--- config.mk ---
export PLATFORM = sky130hd
export DESIGN_NAME = out_stream_tx
export DESIGN_NICKNAME = d
export VERILOG_FILES = /design/src/rtl/out_stream_tx_pkg.sv /design/src/rtl/out_stream_tx_sync_fifo.sv /design/src/rtl/out_stream_tx.sv
export SDC_FILE = /design/constraint.sdc
export NUM_CORES = 1
export LEC_CHECK = 0
export BUFFER_PORTS_ARGS = -buffer_cell sky130_fd_sc_hd__clkbuf_2
export CORE_MARGIN = 2
export CORE_UTILIZATION = 40
export CTS_CLUSTER_DIAMETER = 200
export DETAILED_ROUTE_END_ITERATION = 8
export SYNTH_ARGS = -nofsm -noshare
export SYNTH_HDL_FRONTEND = slang
export SYNTH_SLANG_ARGS = --single-unit
export TNS_END_PERCENT = 10
--- constraint.sdc ---
create_clock -name clk -period 2.67 [get_ports clk]
set_input_delay 0.1335 -clock clk [delete_from_list [all_inputs] [get_ports clk]]
set_output_delay 0.1335 -clock clk [all_outputs]
set_load 0.03 [all_outputs]
--- src/rtl/out_stream_tx_pkg.sv ---
// out_stream_tx_pkg: shared definitions for the program-output transmitter.
//   - FSM state encodings for the req/ack handshake
//   - default FIFO depth and data width
// Optional feature macro: OUT_STREAM_ACK_SYNC_EN
//   When defined, host_ack passes through a 2-flop synchronizer in
//   out_stream_tx before the FSM sees it (adds 2 cycles of ack latency).
//   When undefined, host_ack feeds the FSM directly.
package out_stream_tx_pkg;

  localparam int DEPTH_DEF  = 8;
  localparam int DATA_W_DEF = 3;

  typedef enum logic [1:0] {
    ST_IDLE = 2'd0,
    ST_REQ  = 2'd1,
    ST_REL  = 2'd2
  } state_e;

endpackage

--- src/rtl/out_stream_tx_sync_fifo.sv ---
// out_stream_tx_sync_fifo: single-clock FIFO with registered occupancy.
// Ports:
//   clk, rst_n      clock, synchronous active-low reset
//   push, wdata     write request and data; accepted when not full, or
//                   when a pop happens in the same cycle
//   pop             read request; ignored when empty
//   rdata           current head entry (valid when !empty)
//   full, empty     occupancy flags derived from level
//   level           number of stored entries, 0..DEPTH
//   push_ok         push was accepted this cycle
module out_stream_tx_sync_fifo #(
  parameter int DEPTH  = 8,
  parameter int DATA_W = 3,
  parameter int CNT_W  = $clog2(DEPTH) + 1
) (
  input  logic              clk,
  input  logic              rst_n,
  input  logic              push,
  input  logic [DATA_W-1:0] wdata,
  input  logic              pop,
  output logic [DATA_W-1:0] rdata,
  output logic              full,
  output logic              empty,
  output logic [CNT_W-1:0]  level,
  output logic              push_ok
);

  localparam int AW = $clog2(DEPTH);

  logic [DEPTH-1:0][DATA_W-1:0] mem;
  logic [AW-1:0]                wr_ptr, rd_ptr;
  logic                         pop_ok;

  assign full    = (level == CNT_W'(DEPTH));
  assign empty   = (level == '0);
  assign pop_ok  = pop & ~empty;
  // A pop frees the slot in the same cycle, so a full FIFO still takes a push.
  assign push_ok = push & (~full | pop_ok);
  assign rdata   = mem[rd_ptr];

  // Storage carries no reset; contents are meaningless until pushed.
  always_ff @(posedge clk) begin
    if (push_ok) mem[wr_ptr] <= wdata;
  end

  // DEPTH is a power of two, so the pointers wrap by natural overflow.
  always_ff @(posedge clk) begin
    if (!rst_n) begin
      wr_ptr <= '0;
      rd_ptr <= '0;
      level  <= '0;
    end else begin
      if (push_ok) wr_ptr <= wr_ptr + AW'(1);
      if (pop_ok)  rd_ptr <= rd_ptr + AW'(1);
      case ({push_ok, pop_ok})
        2'b10:   level <= level + CNT_W'(1);
        2'b01:   level <= level - CNT_W'(1);
        default: level <= level;
      endcase
    end
  end

endmodule

--- src/rtl/out_stream_tx.sv ---
// out_stream_tx: buffers the execute unit's program-output values and sends
// them off-chip over a 4-phase req/ack handshake.
// Ports:
//   clk, rst_n      clock, synchronous active-low reset
//   out_valid       one-cycle strobe, out_data holds a new value
//   out_data        program output value
//   halt            execute unit halted (may stay high)
//   host_ack        host acknowledge pin
//   tx_req          transmit request, high exactly in REQ
//   tx_data         value on the wire, stable while tx_req=1
//   level           FIFO occupancy
//   overflow        sticky, a value was dropped on a full FIFO
//   done            halt seen, FIFO empty, no transfer in flight
// Optional feature macro: OUT_STREAM_ACK_SYNC_EN (2-flop ack synchronizer).
module out_stream_tx
  import out_stream_tx_pkg::*;
#(
  parameter int DEPTH  = DEPTH_DEF,
  parameter int DATA_W = DATA_W_DEF,
  parameter int CNT_W  = $clog2(DEPTH) + 1
) (
  input  logic              clk,
  input  logic              rst_n,
  input  logic              out_valid,
  input  logic [DATA_W-1:0] out_data,
  input  logic              halt,
  input  logic              host_ack,
  output logic              tx_req,
  output logic [DATA_W-1:0] tx_data,
  output logic [CNT_W-1:0]  level,
  output logic              overflow,
  output logic              done
);

  state_e             state;
  logic               halt_seen;
  logic               ack_s;
  logic               pop;
  logic               full, empty, push_ok;
  logic [DATA_W-1:0]  head;

  // The head is loaded into tx_data in the same cycle it is popped.
  assign pop = (state == ST_IDLE) & ~empty;

  out_stream_tx_sync_fifo #(
    .DEPTH  (DEPTH),
    .DATA_W (DATA_W),
    .CNT_W  (CNT_W)
  ) u_fifo (
    .clk     (clk),
    .rst_n   (rst_n),
    .push    (out_valid),
    .wdata   (out_data),
    .pop     (pop),
    .rdata   (head),
    .full    (full),
    .empty   (empty),
    .level   (level),
    .push_ok (push_ok)
  );

`ifdef OUT_STREAM_ACK_SYNC_EN
  logic [1:0] ack_sync;
  always_ff @(posedge clk) begin
    if (!rst_n) ack_sync <= 2'b00;
    else        ack_sync <= {ack_sync[0], host_ack};
  end
  assign ack_s = ack_sync[1];
`else
  assign ack_s = host_ack;
`endif

  always_ff @(posedge clk) begin
    if (!rst_n) begin
      halt_seen <= 1'b0;
      overflow  <= 1'b0;
      done      <= 1'b0;
    end else begin
      if (halt) halt_seen <= 1'b1;
      if (out_valid & ~push_ok) overflow <= 1'b1;
      // A push after halt is not expected, but it still clears done.
      done <= halt_seen & empty & (state == ST_IDLE) & ~out_valid;
    end
  end

  // REL waits for ack low, so an ack held high never triggers a repeat.
  always_ff @(posedge clk) begin
    if (!rst_n) begin
      state   <= ST_IDLE;
      tx_req  <= 1'b0;
      tx_data <= '0;
    end else begin
      case (state)
        ST_IDLE: if (!empty) begin
          tx_data <= head;
          tx_req  <= 1'b1;
          state   <= ST_REQ;
        end
        ST_REQ: if (ack_s) begin
          tx_req <= 1'b0;
          state  <= ST_REL;
        end
        ST_REL: if (!ack_s) state <= ST_IDLE;
        default: begin
          tx_req <= 1'b0;
          state  <= ST_IDLE;
        end
      endcase
    end
  end

endmodule

# [Word-level counts from Yosys, hierarchy flattened]
# Cells that the tools add are included.
[word_totals] register_bits=43 input_bits=8 out_inout_bits=10 elab_cells=65
[classes] add_sub_neg=4 n_lt_le_gt_ge=3 n_eq_ne=8 muxes=13 bitwise_logic=13 reduce_logical=7
[op_table] cell="24-bit bitwise mux" count=1
[op_table] cell="3-bit binary-select mux with 3-bit select" count=1
[op_table] cell="3-bit demux with 3-bit select" count=1
[op_table] cell="3-bit by 4-bit less-than comparator with 1-bit output (second input constant)" count=2
[op_table] cell="4-bit case mux with 2 select lines" count=1
[op_table] cell="1-bit AND" count=7
[op_table] cell="3-bit by 1-bit adder with 3-bit output (second input constant)" count=2
[op_table] cell="2-bit 2-to-1 mux" count=3
[op_table] cell="3-bit 2-to-1 mux" count=2
[op_table] cell="2-bit inequality test (second input constant)" count=3
[op_table] cell="2-bit case mux with 3 select lines" count=1
[op_table] cell="3-bit AND reduction" count=2
[op_table] cell="1-bit NOT" count=5
[op_table] cell="4-bit by 1-bit adder with 4-bit output (second input constant)" count=1
[op_table] cell="2-bit by 1-bit equality test with 1-bit output (second input constant)" count=2
[op_table] cell="2-bit equality test (second input constant)" count=2
[op_table] cell="4-bit equality test (second input constant)" count=1
[op_table] cell="4-bit logical NOT" count=1
[op_table] cell="4-bit by 1-bit subtractor with 4-bit output (second input constant)" count=1
[op_table] cell="3-bit by 1-bit >= comparator with 1-bit output (second input constant)" count=1
[op_table] cell="1-bit case mux with 3 select lines" count=1
[op_table] cell="2-bit logical NOT" count=1
[op_table] cell="1-bit 2-to-1 mux" count=2
[op_table] cell="2-bit AND reduction" count=1
[op_table] cell="other kinds (3)" count=3

# [Logic depth before layout (Yosys ltp)]
[logic_depth] ltp_word=8 depth_mapped=10 ltp_nobuf=9

# [Cells and area by module]
# Synthesis repeated with hierarchy kept, for this count alone.
[unflattened] hier_cells=147 hier_area_um2=1940.6
[by_module_without_submodules] mod="out_stream_tx_sync_fifo" instances=1 cells_per_inst=115 area_per_inst_um2=1591.5 seq_area_each_um2=920.9
[by_module_without_submodules] mod="out_stream_tx" instances=1 cells_per_inst=32 area_per_inst_um2=349.1 seq_area_each_um2=180.2

# [Worst setup path after synthesis]
# OpenSTA, ideal clock, no wires.
[synth_path] path_type="register -> register" startpoint="register u_fifo.level[1]" endpoint="register u_fifo.level[2]" t_arrival_ns=2.348 slack_ns=0.247 path_stages_with_launch=11 path_buffers=1 period_less_slack_ns=2.423 cell_sequence="dfxtp_1 -> buf_6 -> or3_4 -> o21ai_4 -> ha_1 -> xor2_1 -> ha_1 -> a21oi_1 -> xor2_1 -> or3_1 -> a21boi_0"
[synth_via] elab_chain_cells=8
[synth_lines] item="start: declaration" line_no="out_stream_tx_sync_fifo.sv:24" source="output logic [CNT_W-1:0] level,"
[synth_lines] item="start signal: assignment" line_no="out_stream_tx_sync_fifo.sv:56" source="2'b10: level <= level + CNT_W'(1);"
[synth_lines] item="start signal: assignment" line_no="out_stream_tx_sync_fifo.sv:57" source="2'b01: level <= level - CNT_W'(1);"
[synth_lines] item="start signal: assignment" line_no="out_stream_tx_sync_fifo.sv:58" source="default: level <= level;"
[synth_lines] item="4-bit logical NOT" line_no="out_stream_tx_sync_fifo.sv:35" source="assign empty = (level == '0);"
[synth_lines] item="1-bit NOT (no line)"
[synth_lines] item="1-bit AND" line_no="out_stream_tx.sv:43" source="assign pop = (state == ST_IDLE) & ~empty;"
[synth_lines] item="1-bit AND" line_no="out_stream_tx_sync_fifo.sv:36" source="assign pop_ok = pop & ~empty;"
[synth_lines] item="1-bit bitwise OR" line_no="out_stream_tx_sync_fifo.sv:38" source="assign push_ok = push & (~full | pop_ok);"
[synth_lines] item="1-bit AND" line_no="out_stream_tx_sync_fifo.sv:38"
[synth_lines] item="2-bit by 1-bit equality test with 1-bit output or 2-bit equality test (tied branches)" line_no="out_stream_tx_sync_fifo.sv:55" source="case ({push_ok, pop_ok})"
[synth_lines] item="4-bit case mux with 2 select lines or 2-bit nonzero test (tied branches)"
# Parallel ways exist; a longest one is shown, timed or not.
# A chain may end at the register's enable or synchronous reset.

# [Worst setup path after layout]
[layout_path] startpoint="register u_fifo.level[0]" endpoint="register u_fifo.level[2]"
# The elaborated chain is that of the path after synthesis.

==> reports/summary.md <==
The number of nets produced by synthesis is 154. The class of the worst hold path was input pin to flip-flop. The cell count along the critical path came out at 9. The die outline height came out at 72.7 microns.

Summing all flip-flop and latch instances after layout gives 1100 sq um. The tools report the total congestion overflow after global routing as 0. Hold timing on the final database bottoms out at a slack of 42.9 ps. The total power divided by cell area is 1140 nW/um^2, and the number of design rule violations left after detail routing is 0. The worst max-slew margin expressed relative to the limit came out at 0.605. TritonCTS built the clock tree. The run gives 0 as the number of antenna-violating nets in the routed design.

In this run, synthesis produced a sequential element count of 43. The final-report hold violation count is 0, and the area used by multi-input combinational logic is 751 sq um. The longest clock path from root to sink contains 2 buffers. The run gives 5 as the TritonCTS buffer count.

The async set-reset flop share out of synthesis is 0. Sum of internal, switching and leakage power: 0.00244 W. After clock tree synthesis, the clock-pin slew on the worst setup and hold paths is 80 ps.

The number of instances on the worst hold path works out to 2. Broken down by cell family, the worst path's largest delay share belongs to simple AND/OR/NAND/NOR gates. The routed layout has 1151 vias. The post-synthesis instance area was 1890 sq um. The number of unique standard cell types used by synthesis is 38, and the global routing usage summed across all routing layers is 0.142. STA classifies the critical path endpoint as a flip-flop. The tools report the number of iterations in the first detailed-routing pass as 4. For this run, the leading register cell type out of synthesis is edfxtp_1. IR analysis of the VDD net gives a maximum drop of 0.616 mV. Setup violations remaining at the end of the flow were counted as 0. For the non-filler instance count after layout, the log shows 214. The number of flops mapped to enable cells by yosys is 24, and the total wire length after detailed routing is 3360 microns. The number of buffers and inverters on the critical path is 0, and the ratio of cells with drive above 1 in the final layout is 0.269.

The most common cell type on the critical path was xor2_1. The setup total negative slack was 0 ps. The run gives 21 as the maximum number of pins on one net before global-route repair. The routed design could run at a clock period as short as 2410 ps. The tools report the startpoint kind of the worst setup timing path as a flip-flop. Placed wire-length estimate: 2480 microns. For the worst-skew pair, the clock arrives at the later sink with an insertion delay of 280 ps.

Setup repair after global routing left no endpoint under its margin. In this run the number of H-tree levels came out at 2. From left edge to right edge, the die measures 72.7 microns. The logs give 0 for the number of max-slew violations in the final report and 0.777 nW for the standby leakage power. For the net count reported at finish, the log shows 172. The start-to-end type of the worst setup path is flip-flop to flip-flop.

The count of maximum capacitance violations was 0; the critical-path maximum fanout was 8. The run finished with clean final reports. At the end of routability-driven placement, the weighted congestion stood at 0.732. Cell with the largest stage delay on the worst path: or3_4.

The floorplan step defined a core boundary enclosing 4630 sq um. Routed wire length per instance: 15.7 microns. On the worst path, the slowest cell contributes a delay of 450 ps. The final clock period utilization by the worst path works out to 0.901. The critical path required time is 2880 ps. The average via count per standard cell came out at 5.38.

Yosys printed 0 warnings. The number of antenna violations at the first check in global routing is 0, and the number of sinks on the clock net is 43. The cell sitting at the root of the clock tree is a clkbuf_8. Across all register-to-register paths, the minimum setup slack is 260 ps. In this run the core area contains 25 standard-cell rows.

The die covers 5290 sq um. The finished cells cover 2150 sq um. For this run, the top clock speed supported by timing is 416 MHz. Walking the worst path, the cells encountered are or3_4 > o21ai_4 > ha_2 > xor2_1 > ha_1 > a21oi_1 > xor2_1 > or3_1 > a21boi_0. After detailed placement, the total cell area comes to 2010 sq um. The data arrival time of the critical path is 2620 ps, and the count of buffers from port buffering is 17.

The tools report the antenna diode count as 0. The logs give 429 for the number of inserted filler cells in the final layout and 1187 for the via count of the first global-routing pass. The logs give 5720 microns for the global-route wire length before repair and 50 for the initial detailed-routing violation count. The sequential share of the synthesized area is 0.583. The hold buffer count at cts is 0.

The count of pins on the block boundary was 18. The clock arrives with 2.27 ps of skew. The signed area change from the synthesized netlist to the final layout was 13.8%; the logic depth of the worst register-to-register path was 9. The synthesized netlist cell count is 141, and the worst-margin pin slew is 587 ps. Counting tap cells, the placed design contains a total of 205 instances. Dividing the synthesized area by the synthesized cell count gives 13.4 sq um. The initial cell density of the core was 0.408.
-- metal layers --
metal	part of all wire	vias up	wire [microns]	track usage
met2	0.49	19	1650	0.232
met1	0.47	570	1570	0.189
li1	-	555	-	-
met5	0	-	0	0
met4	0.013	0	42	0.0494
met3	0.028	7	95	0.0290
-- worst register-to-register path, stage by stage, from the launching register on --
cell	delay, ps
dfxtp_1	390
or3_4	450
o21ai_4	220
ha_2	280
xor2_1	160
ha_1	160
a21oi_1	50
xor2_1	160
or3_1	300
a21boi_0	160
-- flip-flops by register name, summed over array words and instances (netlist names), 2 cells and up --
name,count
u_fifo.wr_ptr,3
u_fifo.rd_ptr,3
tx_data,3
u_fifo.mem,24
u_fifo.level,4
state,2
-- Yosys cell counts (all sizes together) (3+ instances only) --
master	count	area share
mux2i	7	0.037
mux4	6	0.072
a21oi	5	0.013
nand2	5	0.0099
clkbuf	4	0.0079
xnor2	4	0.019
xor2	4	0.019
edfxtp	24	0.38
dfxtp	19	0.20
nor3	5	0.019
nor2	8	0.016
nor2b	4	0.013
buf	3	0.011
ha	5	0.033
o21ai	9	0.032
and2	5	0.017
nand2b	4	0.013
-- metrics by stage --
stage | setup slack, ps | utilization
floorplan | 247 | -
global placement | 329 | 0.433
detailed placement | 246 | 0.433
CTS | 213 | 0.462
global route | 16.6 | 0.464
finish | 264 | 0.464
-- layout make-up --
class / instances / share of cell area
Clock buffer: 6 / 0.0338
Timing Repair Buffer: 18 / 0.0431
Clock inverter: 2 / 0.0279
Sequential cell: 43 / 0.513
Tap cell: 54 / 0.0314
Multi-Input combinational cell: 90 / 0.349
Inverter: 1 / 0.00175
-- cells in the final DEF (no fill, tap or decap), types with 5 or more instances in the layout --
master and count:
nor2_1 8, o21ai_0 7, mux2i_1 7, nand2_1 5, clkbuf_8 5, clkbuf_2 17, and2_1 5, dfxtp_1 18
a21oi_1 5, mux4_2 6, edfxtp_1 24
-- final timing paths --
path	to	start
worst max register to register	u_fifo.level[2]	u_fifo.level[0]
worst min register to register	halt_seen	halt_seen
worst max-delay path	u_fifo.level[2]	u_fifo.level[0]
worst min-delay path	halt_seen	halt
-- logic make-up after synthesis --
| kind of cell | share of synthesized area |
|---|---|
| and+or+nand+nor | 0.142 |
| DFF | 0.583 |
| AOI/OAI and AO/OA | 0.0755 |
| muxes | 0.109 |
| xor gates and xnor gates | 0.0371 |
| buffers and inverters | 0.0212 |
| adders and majority gates | 0.0331 |
-- power by group --
| group | leakage [nW] | total, W | switching [W] | internal, W |
|---|---|---|---|---|
| logic | 0.337 | 0.000899 | 0.000487 | 0.000412 |
| registers | 0.374 | 0.000961 | 0.000154 | 0.000806 |
| clock network | 0.0654 | 0.000583 | 0.000209 | 0.000374 |
| total | 0.777 | 0.00244 | 0.000850 | 0.00159 |
-- timing repair --
action,CTS,global route
gates resized for setup,0,2
setup endpoints to repair,0,1
setup buffers,0,1
Power figures use the tool's default switching activity.
